## src/rtl/alu_arb.sv

```systemverilog
// ---------------------------------------------------------------------------
// alu_arb : two-requester round-robin front end for a single shared ALU.
//
// Each cycle at most one requester is granted. Its operands and control go
// combinationally to the external ALU, and the ALU result is captured in a
// one-entry output slot that the consumer drains with resp_ready.
//
// The slot can be drained and refilled in the same cycle. A saturating
// counter per requester counts the operations that were accepted.
// ---------------------------------------------------------------------------
module alu_arb #(
    parameter int DATA_LEN = 32,
    parameter int CNT_LEN  = 16
) (
    input  logic                clk,
    input  logic                rst_n,

    // requester 0
    input  logic                req0_valid,
    output logic                req0_ready,
    input  logic [DATA_LEN-1:0] req0_a,
    input  logic [DATA_LEN-1:0] req0_b,
    input  logic [8:0]          req0_ctrl,

    // requester 1
    input  logic                req1_valid,
    output logic                req1_ready,
    input  logic [DATA_LEN-1:0] req1_a,
    input  logic [DATA_LEN-1:0] req1_b,
    input  logic [8:0]          req1_ctrl,

    // shared ALU
    output logic [DATA_LEN-1:0] alu_a,
    output logic [DATA_LEN-1:0] alu_b,
    output logic [8:0]          alu_ctrl,
    input  logic [DATA_LEN-1:0] alu_res,
    input  logic [5:0]          alu_flags,

    // response slot
    output logic                resp_valid,
    input  logic                resp_ready,
    output logic                resp_id,
    output logic [DATA_LEN-1:0] resp_res,
    output logic [5:0]          resp_flags,

    // statistics
    output logic [CNT_LEN-1:0]  grant_cnt0,
    output logic [CNT_LEN-1:0]  grant_cnt1
);

    typedef enum logic {
        ST_EMPTY = 1'b0,
        ST_FULL  = 1'b1
    } slot_state_e;

    localparam logic [CNT_LEN-1:0] CNT_MAX = '1;

    slot_state_e         state_q,      state_d;
    logic                last_grant_q, last_grant_d;
    logic                id_q,         id_d;
    logic [DATA_LEN-1:0] res_q,        res_d;
    logic [5:0]          flags_q,      flags_d;
    logic [CNT_LEN-1:0]  cnt0_q,       cnt0_d;
    logic [CNT_LEN-1:0]  cnt1_q,       cnt1_d;

    logic can_accept;   // slot empty, or draining this cycle
    logic grant_vld;    // a transfer is accepted this cycle
    logic grant_idx;    // index of the requester that wins
    logic out_grant;    // grant as seen on the ports (suppressed in reset)

    // Arbitration: a lone requester wins; on a tie the requester that did not
    // win last time goes first.
    // NOTE: every signal written in an always_comb gets a default value first,
    // so that no path through the block can leave it unassigned and infer a latch.
    always_comb begin
        can_accept = 1'b0;
        grant_idx  = 1'b0;
        grant_vld  = 1'b0;

        can_accept = (state_q == ST_EMPTY) || resp_ready;

        if (req0_valid && req1_valid) begin
            grant_idx = ~last_grant_q;
        end else begin
            grant_idx = req1_valid;
        end

        grant_vld = can_accept && (req0_valid || req1_valid);
    end

    // The handshake and the ALU operands are visible on the ports only while
    // out of reset. rst_n gates only these outputs and never the next-state
    // logic: the flops are held in reset anyway.
    assign out_grant = grant_vld && rst_n;

    // Port-facing handshake and operand mux; operands are zero when idle.
    always_comb begin
        req0_ready = 1'b0;
        req1_ready = 1'b0;
        alu_a      = '0;
        alu_b      = '0;
        alu_ctrl   = '0;

        if (out_grant) begin
            if (grant_idx) begin
                req1_ready = 1'b1;
                alu_a      = req1_a;
                alu_b      = req1_b;
                alu_ctrl   = req1_ctrl;
            end else begin
                req0_ready = 1'b1;
                alu_a      = req0_a;
                alu_b      = req0_b;
                alu_ctrl   = req0_ctrl;
            end
        end
    end

    // Slot FSM: an accepted transfer fills the slot. A drain with no refill
    // empties it. Otherwise the slot keeps its state.
    always_comb begin
        state_d = state_q;

        unique case (state_q)
            ST_EMPTY: begin
                if (grant_vld) begin
                    state_d = ST_FULL;
                end
            end
            ST_FULL: begin
                if (grant_vld) begin
                    state_d = ST_FULL;
                end else if (resp_ready) begin
                    state_d = ST_EMPTY;
                end
            end
            default: state_d = ST_EMPTY;
        endcase
    end

    // Response payload and round-robin pointer change only on acceptance.
    // A drain leaves the payload in place.
    always_comb begin
        res_d        = res_q;
        flags_d      = flags_q;
        id_d         = id_q;
        last_grant_d = last_grant_q;

        if (grant_vld) begin
            res_d        = alu_res;
            flags_d      = alu_flags;
            id_d         = grant_idx;
            last_grant_d = grant_idx;
        end
    end

    // Per-requester acceptance counters that stop at all-ones.
    always_comb begin
        cnt0_d = cnt0_q;
        cnt1_d = cnt1_q;

        if (grant_vld && !grant_idx && (cnt0_q != CNT_MAX)) begin
            cnt0_d = cnt0_q + 1'b1;
        end
        if (grant_vld && grant_idx && (cnt1_q != CNT_MAX)) begin
            cnt1_d = cnt1_q + 1'b1;
        end
    end

    // State registers. Reset empties the slot, drops any response in flight
    // and sets last_grant to 1, so that requester 0 wins the first tie.
    // NOTE: sequential state uses non-blocking assignments only, so that every
    // flop samples the values from before the edge regardless of statement order.
    always_ff @(posedge clk or negedge rst_n) begin
        if (!rst_n) begin
            state_q      <= ST_EMPTY;
            last_grant_q <= 1'b1;
            id_q         <= 1'b0;
            res_q        <= '0;
            flags_q      <= '0;
            cnt0_q       <= '0;
            cnt1_q       <= '0;
        end else begin
            state_q      <= state_d;
            last_grant_q <= last_grant_d;
            id_q         <= id_d;
            res_q        <= res_d;
            flags_q      <= flags_d;
            cnt0_q       <= cnt0_d;
            cnt1_q       <= cnt1_d;
        end
    end

    assign resp_valid = (state_q == ST_FULL);
    assign resp_id    = id_q;
    assign resp_res   = res_q;
    assign resp_flags = flags_q;
    assign grant_cnt0 = cnt0_q;
    assign grant_cnt1 = cnt1_q;

endmodule

```

## config.mk

```make
export PLATFORM = sky130hd
export DESIGN_NAME = alu_arb
export DESIGN_NICKNAME = d
export VERILOG_FILES = /design/src/rtl/alu_arb.sv
export SDC_FILE = /design/constraint.sdc
export NUM_CORES = 1
export LEC_CHECK = 0
export CAP_MARGIN = 20
export CORE_AREA = 2 2 130 132
export DETAILED_ROUTE_END_ITERATION = 12
export DIE_AREA = 0 0 132 134
export PLACE_DENSITY_LB_ADDON = 0.08
export REMOVE_ABC_BUFFERS = 1
export SLEW_MARGIN = 20
export SYNTH_ARGS = -nofsm -noshare
export SYNTH_HDL_FRONTEND = slang
export SYNTH_SLANG_ARGS = --single-unit
export TNS_END_PERCENT = 30
```

## constraint.sdc

```tcl
create_clock -name clk -period 4.16 [get_ports clk]
set_input_delay 0.416 -clock clk [delete_from_list [all_inputs] [get_ports clk]]
set_output_delay 0.416 -clock clk [all_outputs]
set_load 0.02 [all_outputs]
```

==> results summary, run 1 <==
Counting along the longest clock path gives a buffer depth of 2. The die is 132 um wide. The routability congestion estimate is 0.8676. Timing would allow up to 290.7 MHz. The source-to-sink clock delay at the later pin of the worst-skew pair is 0.33 ns. The commonest non-fill, non-tap cell in the layout is clkdlybuf4s50_1. The number of sinks driven by the clock tree came out at 73. The net count of the finished layout came out at 935.

STA classifies the critical path startpoint as a primary input. The number of cells on the worst hold path came out at 2. The sequential-to-total area share from yosys stat is 0.4674. The flow ran to the end, and the final reports show no timing, DRC or antenna violations.

Clock tree synthesis selected as its root buffer the cell clkbuf_16. The per-cell routed wire length came out at 18.24 um. The relative slew slack came out at 0.4086.

The clock buffer count from CTS came out at 9. During synthesis, Yosys emitted a total of 0 warnings. The number of design rule violations left after detail routing came out at 0.

The data arrival time of the critical path is 3.02 ns. The number of vias in the routed layout is 4431. After detailed routing, the met2 layer carries 8858 um of wire. The worst voltage drop across the vdd grid came out at 317.4 uV. The fraction of synthesized cell area taken by the top area cell type is 0.4607. The layout overhead on the synthesized area came out at 100.2%.

The initial antenna violation count is 6. Setup repair after global routing left no endpoint under its margin. The number of flops mapped to enable cells by yosys is 0. In the global route stage, overall resource usage came out at 0.1926. The H-tree level count came out at 3. The shortest period the worst path allows came out at 3.439 ns. The half-perimeter wire length after placement is 14150 um. The total congestion overflow is 0. The share of the cycle needed by the critical path after routing came out at 0.8268.

TritonCTS built the clock tree. The amount of wire on met3 after detailed routing is 1541 um. The instance count of the mapped netlist is 413. In this run the critical register-to-register path is captured at grant_cnt1[14]$_DFFE_PN0P_.

The detailed-routing wirelength on met1 came out at 6991 um. The final number of max-transition violations was 0. The number of different library cells in the post-synthesis netlist came out at 39. The number of hold buffers added after CTS was 1. The total iterations of the first detailed-routing run is 4. The type of the most critical hold path is reg2reg.

The depth of the worst register-to-register path came out at 6. The worst hold path begins at resp_res[21]$_DFFE_PN0P_. The endpoint required time on the critical path is 3.74 ns. The slew at the pin closest to its max-slew limit came out at 0.8869 ns. Clock-pin slew was measured on the worst setup and hold paths at 0.06 ns.

The dominant register cell in the synthesized netlist is dfrtp_1. The cell taking the most area after synthesis is dfrtp_1. The pin count of the biggest net entering global routing is 58.

The synthesis-stage register bit count came out at 73. The buffer count from post-CTS setup fixing is 0. In the final layout, the share of cells above drive strength 1 is 0.06142. The final hold violation count was 0.

The post-placement setup slack came out at 0.7324 ns. The starting DRC count in detailed routing came out at 228. The uppermost metal layer occupied by signal nets is met5. Setup slack on the critical path of the routed design comes to 0.7206 ns. The die is 134 um tall. Between clock sinks in the finished design, the worst skew comes to 0.004457 ns. The initial core utilization came out at 0.2401. The worst hold path terminates at resp_res[21]$_DFFE_PN0P_. STA classifies the critical path endpoint as an output pin.

The first global-routing pass estimated 26320 um of wire. The final-layout setup total negative slack came out at 0 ns. The setup slack of the most critical reg-to-reg path came out at 2.19 ns. The worst setup path is of the in2out kind. The number of primary I/O pins came out at 336. After synthesis, the cell types taking the most area are dfrtp_1, a22o_1, nand2_1.

The count of buffers added on input and output ports is 335. The via count normalized by instance count came out at 4.559. The total of endpoints with negative setup slack in the final report came out at 0. The total die area is 17690 um^2. Row generation in the floorplan step produced 47 rows. The post-detailed-routing wire length is 17730 um. The count of cells resized by post-cts repair came out at 0. The core occupancy in the finished layout is 0.4808. The number of nets with antenna violations after routing came out at 0. For this design the static power due to leakage is 0.003305 uW. The maximum fanout along the worst path came out at 33.

In this run the critical register-to-register path is launched from grant_cnt1[1]$_DFFE_PN0P_. Max-cap violations in this run came to 0. The total area inside the core boundary comes to 16290 um^2. The synthesized area per cell came out at 9.470 um^2.

In the layout the commonest cells are clkdlybuf4s50_1, nand2_1, a22o_1, dfrtp_1. The proportion of register bits with asynchronous set or reset after synthesis is 1.000. Power spread over the standard cell area amounts to 353.5 nW/um^2. The synthesized cell area came out at 3911 um^2. The number of global-route vias before repair is 4398.
-- cell type report --
cell class              count  area (um^2)
clock inverters             5        78.83
inverters                   3        11.26
repair buffers            346         3473
fillers                  1566         8458
multi-input cells         311         1914
diodes                      3        7.507
clock buffers              11        242.7
well taps                 220        275.3
flip-flops and latches     73         1828
-- sequential cells by signal, summed over array words and instances (netlist names) --
name / count
resp_flags: 6
resp_res: 32
resp_id: 1
grant_cnt0: 16
grant_cnt1: 16
resp_valid: 1
last_grant_q: 1
-- kinds of logic (layout without fill, tap and decap cells) --
kind of cell | after synthesis | after routing | share of synthesized area
compound gates | 86 | 86 | 0.1903
xor+xnor | 20 | 20 | 0.04479
fa+ha+maj | 2 | 2 | 0.006397
buf+inv | 29 | 365 | 0.04479
flops | 73 | 73 | 0.4674
mux | 7 | 7 | 0.02079
other cells | 0 | 3 | 0
simple gates | 196 | 196 | 0.2255
-- through the flow --
stage                     std cells  power, uW  hold slack [ns]  instance area (um^2)
after floorplan                 387       1338           0.1204                  3747
after global placement          952       1936           0.3075                  7492
after global routing            972       2904           0.4928                  7831
final                           972       2768           0.4721                  7831
after detailed placement        952       1947           0.3127                  7492
after CTS                       969       2805           0.4745                  7824
-- synthesized netlist by cell type, drive strengths merged, types with 3 or more instances --
cell type,number
a22o,73
and3,5
xnor2,11
nand2,139
buf,18
a21oi,4
nand2b,3
nand3,12
xor2,9
a31oi,5
and2,4
nor3,6
nand4,7
inv,3
nor2,12
mux2,6
and4,3
dfrtp,72
clkbuf,8
-- critical path, cell delays in order --
cell and delay, ns:
clkdlybuf4s50_1 0.57, a21boi_1 0.27, and3_2 0.67, buf_12 0.27, a22o_1 0.15, clkdlybuf4s50_1 0.65
-- per-layer routing --
layer | global-route usage | up-vias
li1 | - | 2122
met2 | 0.3258 | 177
met4 | 0.06522 | 4
met3 | 0.07634 | 20
met5 | 0 | -
met1 | 0.2228 | 2108
-- worst max path at each step --
stage,start,depth (start not counted),end
floorplan,resp_valid$_DFF_PN0_,4,alu_a[0]
global placement,req1_valid,6,alu_a[21]
detailed placement,req1_valid,6,alu_b[15]
CTS,rst_n,6,alu_b[15]
global route,req1_valid,6,alu_b[15]
finish,req1_valid,6,alu_b[1]
-- report_power, final --
part	leakage (uW)	internal [uW]	total [uW]	switching, uW
logic	0.00223	528	993	465
clock network	0.000160	541	834	294
registers	0.000918	823	941	118
Power figures use the tool's default switching activity.
==> inputs of run 2 (changes only) <==
--- a/config.mk
+++ b/config.mk
@@ -6,9 +6,9 @@
 export NUM_CORES = 1
 export LEC_CHECK = 0
 export CAP_MARGIN = 20
-export CORE_AREA = 2 2 130 132
+export CORE_AREA = 2 2 132 134
 export DETAILED_ROUTE_END_ITERATION = 12
-export DIE_AREA = 0 0 132 134
+export DIE_AREA = 0 0 134 136
 export PLACE_DENSITY_LB_ADDON = 0.08
 export REMOVE_ABC_BUFFERS = 1
 export SLEW_MARGIN = 20
==> constraint.sdc (replaced) <==
create_clock -name clk -period 3.6 [get_ports clk]
set_input_delay 0.36 -clock clk [delete_from_list [all_inputs] [get_ports clk]]
set_output_delay 0.36 -clock clk [all_outputs]
set_load 0.02 [all_outputs]
==> run 2 against run 1 <==
Total power grew 17%. Die area is 3.0% higher. Flip-flop and latch count is the same. Sequential power rose by 16%. Via count down 0.25%. Register-to-register slack got worse by 0.52 ns. Largest power group unchanged. Highest routed layer unchanged.
==> results summary, run 2 (synthesized netlist as in run 1, its figures left out) <==
The routability congestion estimate is 0.7825. Clock-pin slew was measured on the worst setup and hold paths at 0.05 ns. The total congestion overflow came out at 0. The static leakage power came out at 0.003295 uW. The library cell used most frequently in the layout, excluding fill and tap cells, is clkdlybuf4s50_1. The number of global-route vias before repair came out at 4388. The minimum setup slack in the final design came out at 0.4385 ns. After the last flow step, the layout net total stands at 932. The ratio of cells with drive above 1 in the final layout is 0.05898. Clock skew on the completed layout was measured at 0.005813 ns. The first global-routing pass estimated 25230 um of wire. The antenna diode instance count came out at 0. The half-perimeter wire length after placement came out at 13550 um. The count of buffer and inverter cells on the critical path came out at 3. The routed design could run at a clock period as short as 3.161 ns. The total of endpoints with negative setup slack in the final report came out at 0. The most numerous cell type found on the critical path is clkdlybuf4s50_1. The total iterations of the first detailed-routing run came out at 4. For the pin with the worst max-slew slack, the measured transition is 0.8007 ns.

The final cell area excluding filler cells is 7814 um^2. The endpoint required time on the critical path is 3.24 ns. The number of maximum-capacitance constraint violations came out at 0. The cell row count is 48. The placed standard-cell area is 7463 um^2.

In this run the number of H-tree levels came out at 3. The clock buffer count from CTS came out at 9. In this run the worst setup path begins at req1_valid. The number of primary I/O pins came out at 336.

The total area of sequential cells came out at 1828 um^2. The largest individual stage delay along the critical path comes from the cell clkdlybuf4s50_1. The layout overhead on the synthesized area came out at 99.78%.

The source-to-sink clock delay at the later pin of the worst-skew pair is 0.33 ns. The run finished with clean final reports. The flip-flop count of the largest register after layout is 32.

The die covers 18220 um^2. The count of cells resized by post-cts repair is 0. The buffer count from post-CTS setup fixing came out at 0.

The per-cell routed wire length is 17.77 um. The detail route stage leaves a number of antenna-violating nets equal to 0. In the routed layout, each cell is associated on average with a via count of 4.552. In this run the worst path has a maximum fanout of 56.

Summing all multi-input logic gate instances after layout gives 1914 um^2. The startpoint of the most critical register-to-register path is grant_cnt1[1]$_DFFE_PN0P_. The final-layout setup total negative slack came out at 0 ns. From bottom edge to top edge, the die measures 136 um. The share of the cycle needed by the critical path after routing came out at 0.8782. TritonCTS built the clock tree. Setup repair after global routing left no endpoint under its margin. The die is 134 um wide.

The data arrival time of the critical path is 2.80 ns. For this configuration, the core starts out at a cell density of 0.2318. The tree is rooted in a clkbuf_16. The starting DRC count in detailed routing is 238. For this run, the total global-route usage over all layers was measured as 0.1806. The detailed router placed 4420 vias in this run. The relative slew slack came out at 0.4662. The clock passes through at most 2 buffers. The nature of the critical path endpoint is an output pin. The worst voltage drop across the vdd grid is 320.4 uV.

The hold buffer count at cts is 1. The filler cells instantiated in the layout total 1581. The number of sinks driven by the clock tree came out at 73.

The initial antenna violation count is 2. The maximum clock frequency is 316.3 MHz. The core occupancy in the finished layout came out at 0.4630. The critical path goes through clkdlybuf4s50_1, a21boi_1, and3_2, buf_12, a22o_1, clkdlybuf4s50_1.

The path class of the tightest hold or removal check is in2async. Entering global routing, the biggest net connects 75 pins. The final hold violation count is 0. The final number of max-transition violations is 0.

The delay of the slowest cell on the worst path came out at 0.65 ns. The top cell types in the final layout, fill and taps aside, are clkdlybuf4s50_1, nand2_1, a22o_1, dfrtp_1. Summed over all layers, the routed wires come to 17260 um. The setup slack of the most critical reg-to-reg path is 1.67 ns.

On the critical path the largest part of the delay comes from buffers and inverters. Input and output buffers added on the ports amount to 335. The post-placement setup slack is 0.4286 ns.

The core region is 16880 um^2. STA classifies the critical path startpoint as a primary input. The critical path in this run is classified as in2out. The cell area power density came out at 414.0 nW/um^2. The number of design rule violations left after detail routing came out at 0.
==> run 2: cell type report <==
class	count	area share
well taps	225	0.03603
flip-flops and latches	73	0.2339
inverters	3	0.001441
clock buffers	12	0.03411
multi-input cells	311	0.2450
clock inverters	4	0.009448
repair buffers	343	0.4400
==> run 2: worst paths after layout <==
path,endpoint,depth (start not counted)
setup reg to reg,grant_cnt1[14]$_DFFE_PN0P_,6
hold / removal,resp_valid$_DFF_PN0_,2
setup / recovery,alu_a[31],6
max in group asynchronous,grant_cnt1[12]$_DFFE_PN0P_,3
min in group clk,last_grant_q$_DFFE_PN1P_,2
hold reg to reg,last_grant_q$_DFFE_PN1P_,2
==> run 2: worst register-to-register path: stages (launching register included) <==
cell	delay, ns
dfrtp_1	0.47
ha_1	0.23
and3_1	0.26
and3_1	0.29
nor3b_2	0.30
nand3_1	0.13
xnor2_1	0.13
==> run 2: metal layers <==
metal / global-route usage / wire, um / vias to the layer above
li1: - / - / 2108
met1: 0.2184 / 6901 / 2096
met2: 0.3000 / 8427 / 194
met3: 0.07345 / 1675 / 18
met4: 0.04492 / 227 / 4
met5: 0 / 27 / -
==> run 2: where the power goes <==
group	switching (uW)	internal (uW)
clock network	344	664
registers	136	951
logic	533	608
==> run 2: stage by stage <==
| step | hold slack [ns] | power (uW) | std cells |
|---|---|---|---|
| after floorplan | 0.06441 | 1546 | 387 |
| after global placement | 0.2229 | 2233 | 954 |
| after detailed placement | 0.2254 | 2248 | 954 |
| after CTS | 0.4408 | 3278 | 971 |
| after global routing | 0.4518 | 3411 | 971 |
| final | 0.4314 | 3235 | 971 |
==> inputs of run 3 (changes only) <==
--- a/config.mk
+++ b/config.mk
@@ -7,6 +7,7 @@
 export LEC_CHECK = 0
 export CAP_MARGIN = 20
 export CORE_AREA = 2 2 132 134
+export CTS_CLUSTER_DIAMETER = 100
 export DETAILED_ROUTE_END_ITERATION = 12
 export DIE_AREA = 0 0 134 136
 export PLACE_DENSITY_LB_ADDON = 0.08
==> results of run 3 <==
Final layout, timing and power as in run 2 (identical DEF).
